## src/rtl/pgm_pkg.sv

```systemverilog
// Shared state encoding, header tags and widths for the packet-generator replay scheduler.
package pgm_pkg;

  typedef enum logic [2:0] {
    S_IDLE = 3'd0,
    S_WAIT = 3'd1,
    S_READ = 3'd2,
    S_GAP  = 3'd3,
    S_DONE = 3'd4
  } sched_state_e;

  localparam logic [1:0] HDR_HEAD = 2'b01;
  localparam logic [1:0] HDR_MID  = 2'b11;
  localparam logic [1:0] HDR_TAIL = 2'b10;

  localparam int PKT_W       = 134;
  localparam int RAM_W       = 144;
  localparam int MIN_PKT_LEN = 2;

  function automatic logic [1:0] hdr_tag(input logic first, input logic last);
    return first ? HDR_HEAD : (last ? HDR_TAIL : HDR_MID);
  endfunction

endpackage

```

## src/rtl/pgm_sched_gap.sv

```systemverilog
// Loadable down-counter with zero flag; times the idle cycles between replayed packets.
module pgm_sched_gap #(
  parameter int GAP_W = 16
) (
  input  logic             clk,
  input  logic             rst_n,
  input  logic             load_i,
  input  logic [GAP_W-1:0] load_val_i,
  input  logic             dec_i,
  output logic             zero_o
);

  logic [GAP_W-1:0] cnt_q, cnt_d;

  always_comb begin
    cnt_d = cnt_q;
    if (load_i) begin
      cnt_d = load_val_i;
    end else if (dec_i && (cnt_q != '0)) begin
      cnt_d = cnt_q - GAP_W'(1);
    end
  end

  always_ff @(posedge clk) begin
    if (!rst_n) begin
      cnt_q <= '0;
    end else begin
      cnt_q <= cnt_d;
    end
  end

  assign zero_o = (cnt_q == '0);

endmodule

```

## src/rtl/pgm_sched.sv

```systemverilog
// Replays the template packet held in the pgm RAM onto the pkt bus toward goe.
// Optional macro PGM_SEQ_STAMP_EN stamps the packet index into line 1 bits [31:0].
//   state | meaning
//   IDLE  | waiting for an accepted start
//   WAIT  | packet boundary; issue line 0 once downstream is not almost-full
//   READ  | reading lines 1..len-1 back-to-back
//   GAP   | inter-packet idle cycles
//   DONE  | drain the read pipeline, pulse finish, back to IDLE
module pgm_sched #(
  parameter int ADDR_W = 7,
  parameter int RAM_W  = 144,
  parameter int GAP_W  = 16,
  parameter int CNT_W  = 32
) (
  input  logic                      clk,
  input  logic                      rst_n,
  input  logic                      cfg_start,
  input  logic                      cfg_stop,
  input  logic [7:0]                cfg_pkt_len,
  input  logic [CNT_W-1:0]          cfg_repeat,
  input  logic [GAP_W-1:0]          cfg_gap,
  output logic                      rd2ram_rd,
  output logic [ADDR_W-1:0]         rd2ram_addr,
  input  logic [RAM_W-1:0]          ram2rd_rdata,
  output logic [pgm_pkg::PKT_W-1:0] out_sched_data,
  output logic                      out_sched_data_wr,
  output logic                      out_sched_valid,
  output logic                      out_sched_valid_wr,
  input  logic                      in_sched_alf,
  output logic                      pgm_sent_start_flag,
  output logic                      pgm_sent_finish_flag,
  output logic                      sched_busy,
  output logic                      sched_err,
  output logic [CNT_W-1:0]          sched_sent_cnt
);
  import pgm_pkg::*;

  localparam int MAX_LINE = (1 << ADDR_W) - 1;

  sched_state_e      state_q, state_d;
  logic [ADDR_W-1:0] addr_q, addr_d, rd_addr, len_m1_q, len_m1_sat;
  logic [7:0]        len_m1_raw;
  logic [CNT_W-1:0]  rep_q, issued_q, sent_q;
  logic [GAP_W-1:0]  gap_q;
  logic              stop_pend_q, err_q, start_flag_q;
  logic              rvld_q, rfirst_q, rlast_q;
  logic [PKT_W-1:0]  out_data_q, out_word;
  logic              out_wr_q, out_tail_q;
  logic              rd, last_rd, gap_load, gap_dec, gap_zero, finish;
  logic              accept, reject, pkts_done;
  logic              unused_rdata_hi;

  assign unused_rdata_hi = ^ram2rd_rdata[RAM_W-1:PKT_W];

  // Stop wins over a simultaneous start; a start outside IDLE is ignored.
  assign accept = (state_q == S_IDLE) && cfg_start && !cfg_stop && (cfg_pkt_len >= 8'(MIN_PKT_LEN));
  assign reject = (state_q == S_IDLE) && cfg_start && !cfg_stop && (cfg_pkt_len <  8'(MIN_PKT_LEN));

  assign len_m1_raw = cfg_pkt_len - 8'd1;
  assign len_m1_sat = (len_m1_raw > 8'(MAX_LINE)) ? ADDR_W'(MAX_LINE) : len_m1_raw[ADDR_W-1:0];

  assign pkts_done = (rep_q != '0) && ((issued_q + CNT_W'(1)) == rep_q);

  always_comb begin
    state_d  = state_q;
    addr_d   = addr_q;
    rd       = 1'b0;
    rd_addr  = addr_q;
    last_rd  = 1'b0;
    gap_load = 1'b0;
    gap_dec  = 1'b0;
    finish   = 1'b0;
    unique case (state_q)
      S_IDLE: begin
        if (accept) state_d = S_WAIT;
      end
      S_WAIT: begin
        if (cfg_stop) begin
          state_d = S_DONE;
        end else if (!in_sched_alf) begin
          rd      = 1'b1;
          rd_addr = '0;
          addr_d  = ADDR_W'(1);
          state_d = S_READ;
        end
      end
      S_READ: begin
        rd = 1'b1;
        if (addr_q == len_m1_q) begin
          last_rd = 1'b1;
          addr_d  = '0;
          if (pkts_done || stop_pend_q || cfg_stop) begin
            state_d = S_DONE;
          end else if (gap_q != '0) begin
            gap_load = 1'b1;
            state_d  = S_GAP;
          end else begin
            state_d = S_WAIT;
          end
        end else begin
          addr_d = addr_q + ADDR_W'(1);
        end
      end
      S_GAP: begin
        if (cfg_stop) begin
          state_d = S_DONE;
        end else if (gap_zero) begin
          state_d = S_WAIT;
        end else begin
          gap_dec = 1'b1;
        end
      end
      S_DONE: begin
        // Hold until the tail word has left the output register.
        if (!rvld_q && !out_wr_q) begin
          finish  = 1'b1;
          state_d = S_IDLE;
        end
      end
      default: state_d = S_IDLE;
    endcase
  end

  pgm_sched_gap #(.GAP_W(GAP_W)) u_gap (
    .clk        (clk),
    .rst_n      (rst_n),
    .load_i     (gap_load),
    .load_val_i (gap_q - GAP_W'(1)),
    .dec_i      (gap_dec),
    .zero_o     (gap_zero)
  );

`ifdef PGM_SEQ_STAMP_EN
  logic        rline1_q;
  logic [31:0] stamp_q;

  always_ff @(posedge clk) begin
    if (!rst_n) begin
      rline1_q <= 1'b0;
      stamp_q  <= '0;
    end else begin
      rline1_q <= rd && (rd_addr == ADDR_W'(1));
      stamp_q  <= 32'(issued_q);
    end
  end
`endif

  always_comb begin
    out_word = ram2rd_rdata[PKT_W-1:0];
    out_word[PKT_W-1 -: 2] = hdr_tag(rfirst_q, rlast_q);
`ifdef PGM_SEQ_STAMP_EN
    if (rline1_q) out_word[31:0] = stamp_q;
`endif
  end

  always_ff @(posedge clk) begin
    if (!rst_n) begin
      state_q      <= S_IDLE;
      addr_q       <= '0;
      len_m1_q     <= '0;
      rep_q        <= '0;
      gap_q        <= '0;
      issued_q     <= '0;
      sent_q       <= '0;
      stop_pend_q  <= 1'b0;
      err_q        <= 1'b0;
      start_flag_q <= 1'b0;
      rvld_q       <= 1'b0;
      rfirst_q     <= 1'b0;
      rlast_q      <= 1'b0;
      out_data_q   <= '0;
      out_wr_q     <= 1'b0;
      out_tail_q   <= 1'b0;
    end else begin
      state_q <= state_d;
      addr_q  <= addr_d;
      if (accept) begin
        len_m1_q <= len_m1_sat;
        rep_q    <= cfg_repeat;
        gap_q    <= cfg_gap;
      end
      if (accept)       issued_q <= '0;
      else if (last_rd) issued_q <= issued_q + CNT_W'(1);
      if (accept)                  sent_q <= '0;
      else if (rvld_q && rlast_q)  sent_q <= sent_q + CNT_W'(1);
      if (accept || finish)                         stop_pend_q <= 1'b0;
      else if (cfg_stop && (state_q != S_IDLE))     stop_pend_q <= 1'b1;
      if (accept)      err_q <= 1'b0;
      else if (reject) err_q <= 1'b1;
      if (accept)      start_flag_q <= 1'b1;
      else if (finish) start_flag_q <= 1'b0;
      rvld_q   <= rd;
      rfirst_q <= rd && (rd_addr == '0);
      rlast_q  <= rd && (rd_addr == len_m1_q);
      if (rvld_q) out_data_q <= out_word;
      out_wr_q   <= rvld_q;
      out_tail_q <= rvld_q && rlast_q;
    end
  end

  assign rd2ram_rd            = rd;
  assign rd2ram_addr          = rd_addr;
  assign out_sched_data       = out_data_q;
  assign out_sched_data_wr    = out_wr_q;
  assign out_sched_valid      = out_tail_q;
  assign out_sched_valid_wr   = out_tail_q;
  assign pgm_sent_start_flag  = start_flag_q;
  assign pgm_sent_finish_flag = finish;
  assign sched_busy           = (state_q != S_IDLE);
  assign sched_err            = err_q;
  assign sched_sent_cnt       = sent_q;

endmodule

```

## config.mk

```make
export PLATFORM = sky130hd
export DESIGN_NAME = pgm_sched
export DESIGN_NICKNAME = d
export VERILOG_FILES = /design/src/rtl/pgm_pkg.sv /design/src/rtl/pgm_sched_gap.sv /design/src/rtl/pgm_sched.sv
export SDC_FILE = /design/constraint.sdc
export NUM_CORES = 1
export LEC_CHECK = 0
export ABC_AREA = 1
export BUFFER_PORTS_ARGS = -buffer_cell sky130_fd_sc_hd__buf_4
export CORE_ASPECT_RATIO = 1.5
export CORE_MARGIN = 5
export CORE_UTILIZATION = 50
export DETAILED_ROUTE_END_ITERATION = 6
export GPL_ROUTABILITY_DRIVEN = 1
export HOLD_SLACK_MARGIN = 0.05
export PLACE_DENSITY = 0.82
export SLEW_MARGIN = 20
export SYNTH_ARGS = -nofsm -noshare
export SYNTH_HDL_FRONTEND = slang
export SYNTH_SLANG_ARGS = --single-unit
```

## constraint.sdc

```tcl
create_clock -name clk -period 7.25 [get_ports clk]
set_input_delay 1.0875 -clock clk [delete_from_list [all_inputs] [get_ports clk]]
set_output_delay 1.0875 -clock clk [all_outputs]
set_load 0.005 [all_outputs]
```

==> results of run 1 <==
==> sequential cells by signal, summed over array words and instances (netlist names) <==
name / cells
u_gap.cnt_q: 16
rvld_q: 1
sched_sent_cnt: 32
issued_q: 32
stop_pend_q: 1
out_sched_data: 134
len_m1_q: 7
sched_err: 1
rlast_q: 1
addr_q: 7
out_sched_data_wr: 1
gap_q: 16
out_sched_valid: 1
rfirst_q: 1
rep_q: 32
pgm_sent_start_flag: 1
state_q: 3
==> power breakdown <==
group / leakage, nW / switching, mW / internal (mW)
combinational: 5.20 / 0.453 / 0.351
sequential: 2.33 / 0.118 / 1.73
clock: 0.456 / 0.628 / 0.856
==> layout by cell type (no fill, tap or decap), types with 10 or more instances in the layout <==
| cell | instances |
|---|---|
| nor4_1 | 16 |
| clkbuf_16 | 29 |
| nor3_1 | 21 |
| nand3_1 | 81 |
| dfxtp_1 | 286 |
| nand2_1 | 306 |
| inv_1 | 152 |
| o21ai_0 | 251 |
| buf_4 | 380 |
| a21oi_1 | 90 |
| a31oi_1 | 16 |
| o21ai_1 | 12 |
| nand4_1 | 13 |
| xor2_1 | 28 |
| nor2_1 | 466 |
| nor2_2 | 10 |
==> cell families (layout without fill, tap and decap cells) <==
| group | count (synthesis) | count (layout) |
|---|---|---|
| adders and majority gates | 6 | 6 |
| DFF | 287 | 287 |
| and+or+nand+nor | 961 | 961 |
| buffers and inverters | 240 | 587 |
| xor gates and xnor gates | 41 | 41 |
| AOI/OAI and AO/OA | 390 | 390 |
| other | 0 | 9 |
==> per-stage QoR <==
step                area, sq um  hold slack (ps)  util [%]  instances  total power [mW]
finish                    17200              460      65.1       2618              4.13
global route              17200              489      65.1       2613              4.34
CTS                       17200              463      65.1       2609              4.16
detailed placement        16200              453      61.5       2560              2.67
global placement          16200              436      61.5       2560              2.65
floorplan                 13300              416         -       1925              2.29
==> cell type report <==
class | instances | area (sq um) | area share, %
Sequential cell | 287 | 5750 | 33.4
Clock buffer | 44 | 872 | 5.07
Inverter | 158 | 596 | 3.46
Multi-Input combinational cell | 1398 | 6630 | 38.5
Timing Repair Buffer | 380 | 2850 | 16.6
Antenna cell | 9 | 22.5 | 0.131
Clock inverter | 5 | 56.3 | 0.327
Tap cell | 337 | 422 | 2.45
==> worst max-delay path, cell delays in order, from the launching register on <==
cell	delay (ps)
dfxtp_1	390
ha_1	290
nand2_2	110
nor2_4	180
nand2_2	120
nor2_4	240
nand3_1	130
nand2_1	110
nand2_1	50
nand2_1	50
nor2_1	40
nand2_1	80
nor2_2	50
nand3_2	120
nand4_4	530
o21ai_2	520
ha_1	260
nand3_2	180
nor3_1	350
nand2_1	90
nand2_1	60
nand3_1	70
nand2_1	90
inv_1	30
==> per-layer routing <==
layer / GRT usage, % / routed length, um / vias up
li1: - / - / 6912
met1: 30.5 / 15400 / 6381
met2: 47.2 / 21300 / 577
met3: 7.77 / 4150 / 139
met4: 13.3 / 2190 / 4
met5: 0 / 27 / -
==> worst max path at each step <==
stage / from / endpoint / slack (ps) / cells past startpoint
after CTS: issued_q[0] / u_gap.cnt_q[14] / 3020 / 23
final: issued_q[0] / u_gap.cnt_q[14] / 2970 / 23
after detailed placement: issued_q[0] / u_gap.cnt_q[14] / 3040 / 23
after floorplan: issued_q[0] / u_gap.cnt_q[14] / 4160 / 26
after global routing: issued_q[1] / u_gap.cnt_q[14] / 2570 / 23
after global placement: issued_q[0] / u_gap.cnt_q[14] / 3150 / 23
==> flow_summary.toml, run 1 <==
[floorplan]
io_pins = 386
coreArea_sq_um = 26400
start_util_pct = 50.4
die-area_sq_um = 30000
num_rows = 73
die_w_um = 143
fp.dieH_um = 210

[placed_design]
gp_congestion = 0.980
dpl.hpwl_um = 31700
io_buffer_count = 373
dp_slack_ps = 3040

[synthesis]
synth_fa_ha_area_share_pct = 0.565
async_flop_share_pct = 0
yosysSeqAreaShare_pct = 43.2
synth_cell_types = 50
muxShareOfSynthArea_pct = 0
synthXorXnorAreaFrac_pct = 3.13
yosysTopAreaCell = "dfxtp_1"
synth_edf_count = 0
synth_top_family_by_area = "simple AND/OR/NAND/NOR gates"
yosysTopAreaCellShare_pct = 43.2
ys.flop_type = "dfxtp_1"
syn_area_sq_um = 13300
avgSynthCellArea_sq_um = 6.91
synth-seq-cells = 287
synthSimpleGateAreaFrac_pct = 30.6
netlist_top_cells_count = "468 x nor2_1, 307 x nand2_1, 287 x dfxtp_1"
yosysMostFrequentCell = "nor2_1"
synth_compound_area_share_pct = 15.5
syn_inst = 1925
ys_warn_count = 0
syn-num-nets = 2136
synth.area.top_cells = "dfxtp_1 43%, nor2_1 13%, o21ai_0 9.4%, nand2_1 8.7%, inv_1 4.3%"

[clock_network]
clk_pin_slew_ps = 60
ctsResizeCount = 0
clk_latency_ps = 570
cts_tree = "done"
htree_num_levels = 1
ctsLongestPathBuffers = 3
hold_buffers = 0
cts_sinks = 287
cts-root-buf = "clkbuf_16"
cts_inserted_buffers = 29
post_cts_buffers = 0

[sta]
rsz0062_at_grt = "no"
hold_viol_final = 0
drv_slew = 0
finalSetupTns_ps = 0
skew_ps = 26.3
setup_viol = 0
period_needed_ps = 4280
max_slew_margin_pct = 32.9
setup_ws_ps = 2970
post-route-period-util_pct = 59.0
worst_pin_slew_ps = 1010
fmax_mhz = 234

[global_routing]
grt_pass1_vias = 13400
grt_overflow = 0
antenna_found_initial = 6
grt_pass1_wl_um = 67200
grt_max_degree = 121
grt.total_usage_pct = 27.3

[run_status]
outcome = "finished, final reports clean"

[worst_setup_path]
crit_fanout = 44
rr_endpoint = "u_gap.cnt_q[14]"
crit_type = "register to register"
arrival_ps = 4720
worstReg2RegStart = "issued_q[0]"
crit_path_end_kind = "register"
reg2reg_depth = 23
r2r_slack_ps = 2970
worstSetupStartpointType = "register"
required_ps = 7690

[layout]
syn2layout_area_growth_pct = 29.3
nets = 2465
drive_above_1_share_pct = 21.0
fill_cells = 2287

[routing]
drc_errors = 0
drt_pre_antenna_iters = 5
drt_iter0_drc = 825
vias = 14000
vias_per_cell = 5.35
ant_nets = 0
finalWirelength_um = 43000
post_drt_wl_per_cell_um = 16.4

[worst_hold_path]
holdPathStages = 1
hold_end = "out_sched_data[133]"
hp-start = "rfirst_q"
hold_class = "register to register"

[power_and_ir_drop]
p_leak_nw = 7.98
power_density_nw_per_um2 = 240
peakVddDrop_v = 0.000224

[flow_run]
maxCapViolations = 0
Power figures use the tool's default switching activity.
==> run 2: changes to the inputs <==
- CORE_UTILIZATION: 50 -> 47
- PLACE_DENSITY: 0.82 -> 0.81
- clock period: 7.25 -> 3.8 ns (I/O delays scaled with it)
==> run 2 against run 1 <==
  * Worst setup slack got worse by 2700 ps
  * Core utilization shrank 2.9 points
  * Clock skew shrank 9.0 ps
  * Clock power is 100% higher
  * Largest cell class unchanged
  * Highest routed layer unchanged
==> flow_summary.toml, run 2 (synthesized netlist as in run 1, its figures left out) <==
[run_status]
outcome = "finished, final reports clean"

[sta]
max_slew_margin_pct = 31.7
drv_slew = 0
hold_viol_final = 0
post-route-period-util_pct = 94.0
holdWs_ps = 225
worst_pin_slew_ps = 1020
skew_ps = 17.3
fmax_mhz = 280
setup_viol = 0
period_needed_ps = 3570

[global_routing]
grt_max_degree = 119
grt_pass1_vias = 13700
busiest_layer = "met2"
grt_overflow = 0
grt_use_met1_pct = 27.5
antenna_found_initial = 4
grt.met2_usage_pct = 46.6
grtUsageMet3_pct = 7.34
grt.total_usage_pct = 25.8
grt_pass1_wl_um = 67700

[floorplan]
die_w_um = 147
io_pins = 386
start_util_pct = 47.5
fp.dieH_um = 216
coreArea_sq_um = 28000
num_rows = 75
die-area_sq_um = 31800

[power_and_ir_drop]
peakVddDrop_v = 0.000386
p_leak_nw = 8.09
power_density_nw_per_um2 = 465

[routing]
post_drt_wl_per_cell_um = 16.3
drt_iter0_drc = 820
drc_errors = 0
ant_nets = 0
drt_pre_antenna_iters = 6
finalWirelength_um = 43000
vias = 13900
vias_per_cell = 5.27

[worst_setup_path]
cp_common_cell = "nand2_1"
worst-path-buf-inv = 1
required_ps = 4250
crit_type = "register to register"
crit_path_max_incr_delay_ps = 430
crit_path_end_kind = "register"
arrival_ps = 4030
crit_fanout = 6
crit_family = "simple AND/OR/NAND/NOR gates"
cp_slowest_cell = "dfxtp_1"
worstSetupStartpointType = "register"

[placed_design]
dpl.hpwl_um = 31800
gp_congestion = 0.934
io_buffer_count = 373
post_dp_cell_area_sq_um = 16300
dp.cells = 2579

[layout]
final_common_cell = "nor2_1"
largest_reg_flops = 134
most-common-layout-cells = "464 x nor2_1, 394 x buf_4, 306 x nand2_1"
drive_above_1_share_pct = 21.8
final_cells = 2642
finish.utilization_pct = 62.3
nets = 2481
syn2layout_area_growth_pct = 31.0
final_area_sq_um = 17400

[clock_network]
cts_inserted_buffers = 29
cts-root-buf = "clkbuf_16"
clk_latency_ps = 560
htree_num_levels = 1
cts_tree = "done"
cts_sinks = 287
clk_pin_slew_ps = 70
ctsLongestPathBuffers = 3

[flow_run]
maxCapViolations = 0

[worst_hold_path]
hold_class = "input pin to register"
[run 2: cell type report]
cell class	count	area, sq um
Fill cell	2475	10500
Multi-Input combinational cell	1399	6660
Sequential cell	287	5750
Timing Repair Buffer	395	2970
Clock buffer	45	856
Inverter	158	596
Tap cell	346	433
Clock inverter	9	149
Antenna cell	3	7.51
[run 2: routing by layer]
layer	vias to the layer above	part of all wire, %
li1	6917	-
met1	6390	35
met2	506	51
met3	109	9.3
met4	2	4.3
met5	-	0.019
[run 2: final timing paths]
kind                     from                   to  slack, ps  cells after the start
max               issued_q[1]      u_gap.cnt_q[10]        230                     25
min          ram2rd_rdata[86]   out_sched_data[86]        230                      3
max reg2reg       issued_q[1]      u_gap.cnt_q[10]        230                     25
min reg2reg          rfirst_q  out_sched_data[133]        460                      1
[run 2: metrics by stage]
| step | worst slack, ps | setup TNS [ps] | power, mW |
|---|---|---|---|
| 2_1_floorplan | 708 | 0 | 4.36 |
| 3_3_place_gp | 226 | 0 | 5.07 |
| 3_5_place_dp | 98.4 | 0 | 5.11 |
| 4_1_cts | 88.2 | 0 | 8.15 |
| 5_1_grt | -18.8 | -29.0 | 8.50 |
| 6_report | 226 | 0 | 8.10 |
[run 2: worst register-to-register path, delay by kind of cell, from the launching register on]
family                   cells  cell delay [ps]
AND/OR/NAND/NOR             20             2330
adder cells (fa/ha/maj)      2              440
flip-flops                   1              430
AO/OA/AOI/OAI                2              250
buffers and inverters        1               30
[run 2: repair_timing]
action                                  in CTS  in global routing
endpoints found under the setup margin       0                  9
buffers inserted                             0                  5
hold buffers                                 0                  0
gates resized for setup                      0                  8
[run 2: power by group]
| group | switching [mW] | internal (mW) |
|---|---|---|
| clock | 1.22 | 1.82 |
| sequential | 0.221 | 3.30 |
| combinational | 0.874 | 0.675 |
| total | 2.31 | 5.79 |
==> run 3: changes to the inputs <==
- SETUP_SLACK_MARGIN: default -> 0.4
==> run 3 against run 2 <==
  * Core utilization up 1.5 points
  * Critical path depth down 2
  * Sequential cell count unchanged
  * First-iteration DRC count up 5.2%
  * Sequential share of layout area down 0.61 points
  * Clock-buffer cell count unchanged
  * Die area unchanged
  * Fmax up 6.7%
  * Wire length up 1.9%
  * Worst setup slack better by 220 ps
  * Design area up 2.4%
==> flow_summary.toml, run 3 (synthesized netlist as in run 1, its figures left out) <==
[run_status]
outcome = "finished, final reports clean"

[placed_design]
post_dp_cell_area_sq_um = 16300
dp_slack_ps = 98.4
gp_congestion = 0.934
dpl.hpwl_um = 31800
io_buffer_count = 373
dp.cells = 2579

[sta]
drv_slew = 0
fmax_mhz = 299
finalSetupTns_ps = 0
skew_ps = 16.5
rsz0062_at_grt = "yes"
setup_viol = 0
worst_pin_slew_ps = 1030
post-route-period-util_pct = 88.2
period_needed_ps = 3350
max_slew_margin_pct = 31.7
holdWs_ps = 228
hold_viol_final = 0
setup_ws_ps = 450

[floorplan]
io_pins = 386
coreArea_sq_um = 28000
die_w_um = 147
die-area_sq_um = 31800
start_util_pct = 47.5
fp.dieH_um = 216
num_rows = 75

[worst_setup_path]
worstSetupStartpointType = "register"
crit_type = "register to register"
critical_path_depth = 23
r2r_slack_ps = 450
crit_fanout = 6
required_ps = 4280
worstReg2RegStart = "issued_q[1]"
crit_family = "simple AND/OR/NAND/NOR gates"
cp_slowest_cell = "dfxtp_4"
crit_path_max_incr_delay_ps = 380
arrival_ps = 3830
crit_path_end_kind = "register"
crit_chain = "ha_4 > nand2_4 > nor2_4 > nand2_4 > nor2_4 > buf_6 > xor3_1 > nor2_1 > nand3_1 > nor2_2 > nand3_4 > nand4_4 > buf_6 > nand2_4 > o21ai_4 > ha_4 > nand3_4 > nor2_4 > buf_6 > nand3_2 > nand2_1 > nand2_1 > a21oi_1"
worst-path-buf-inv = 3
reg2reg_depth = 23
rr_endpoint = "u_gap.cnt_q[12]"

[clock_network]
cts-root-buf = "clkbuf_16"
cts_sinks = 287
cts_inserted_buffers = 29
clk_pin_slew_ps = 70
clk_latency_ps = 560
htree_num_levels = 1
hold_buffers = 0
ctsLongestPathBuffers = 3
cts_tree = "done"

[layout]
final_common_cell = "nor2_1"
syn2layout_area_growth_pct = 34.1
drive_above_1_share_pct = 24.3
nets = 2499
finish.utilization_pct = 63.8
largest_reg_flops = 134
final_cells = 2661
final_area_sq_um = 17800
most-common-layout-cells = "454 x nor2_1, 403 x buf_4, 296 x nand2_1"

[global_routing]
busiest_layer = "met2"
grt_pass1_wl_um = 68300
antenna_found_initial = 3
grt_max_degree = 119
grt.total_usage_pct = 25.9
grtUsageMet3_pct = 6.86
grt.met2_usage_pct = 47.4
grt_pass1_vias = 13700
grt_overflow = 0
grt_use_met1_pct = 27.9

[power_and_ir_drop]
power_density_nw_per_um2 = 458
power_mw = 8.16
peakVddDrop_v = 0.000387
p_leak_nw = 8.28

[routing]
ant_nets = 0
vias_per_cell = 5.30
drc_errors = 0
finalWirelength_um = 43800
post_drt_wl_per_cell_um = 16.5
vias = 14100
drt_pre_antenna_iters = 5
drt_iter0_drc = 863

[worst_hold_path]
hold_class = "input pin to register"
hold_end = "out_sched_data[76]"
hp-start = "ram2rd_rdata[76]"
holdPathStages = 3

[flow_run]
maxCapViolations = 0
[run 3: routing by layer]
metal  wire [um]  vias to the layer above
met5           0                        -
met4        1710                        0
met3        3970                      106
met2       22600                      532
met1       15600                     6510
li1            -                     6960
[run 3: worst max-delay path by stage]
stage	startpoint	to
2_1_floorplan	issued_q[0]	u_gap.cnt_q[14]
3_3_place_gp	issued_q[0]	u_gap.cnt_q[14]
3_5_place_dp	issued_q[0]	u_gap.cnt_q[14]
4_1_cts	issued_q[3]	u_gap.cnt_q[10]
5_1_grt	issued_q[1]	u_gap.cnt_q[12]
6_report	issued_q[1]	u_gap.cnt_q[12]
[run 3: repair_timing]
action | CTS | global route
pin swaps | 2 | 32
gates cloned | 1 | 2
buffers inserted | 3 | 18
endpoints found under the setup margin | 13 | 16
gates resized for setup | 11 | 72
[run 3: power by group]
group | switching [mW] | internal, mW
Clock | 1.21 | 1.82
Sequential | 0.223 | 3.30
Combinational | 0.913 | 0.701
Total | 2.35 | 5.81
[run 3: final cells by class]
type,instances,area [sq um]
Tap cell,346,433
Multi-Input combinational cell,1400,6860
Clock inverter,9,149
Clock buffer,45,856
Antenna cell,4,10.0
Sequential cell,287,5780
Timing Repair Buffer,412,3150
Fill cell,2408,10100
Inverter,158,596
[run 3: worst reg2reg max path: stages (launching register included)]
cell and delay (ps):
dfxtp_4 380, ha_4 150, nand2_4 60, nor2_4 200
nand2_4 110, nor2_4 230, buf_6 130, xor3_1 200
nor2_1 130, nand3_1 110, nor2_2 170, nand3_4 140
nand4_4 170, buf_6 140, nand2_4 40, o21ai_4 70
ha_4 170, nand3_4 110, nor2_4 160, buf_6 120
nand3_2 70, nand2_1 70, nand2_1 50, a21oi_1 120
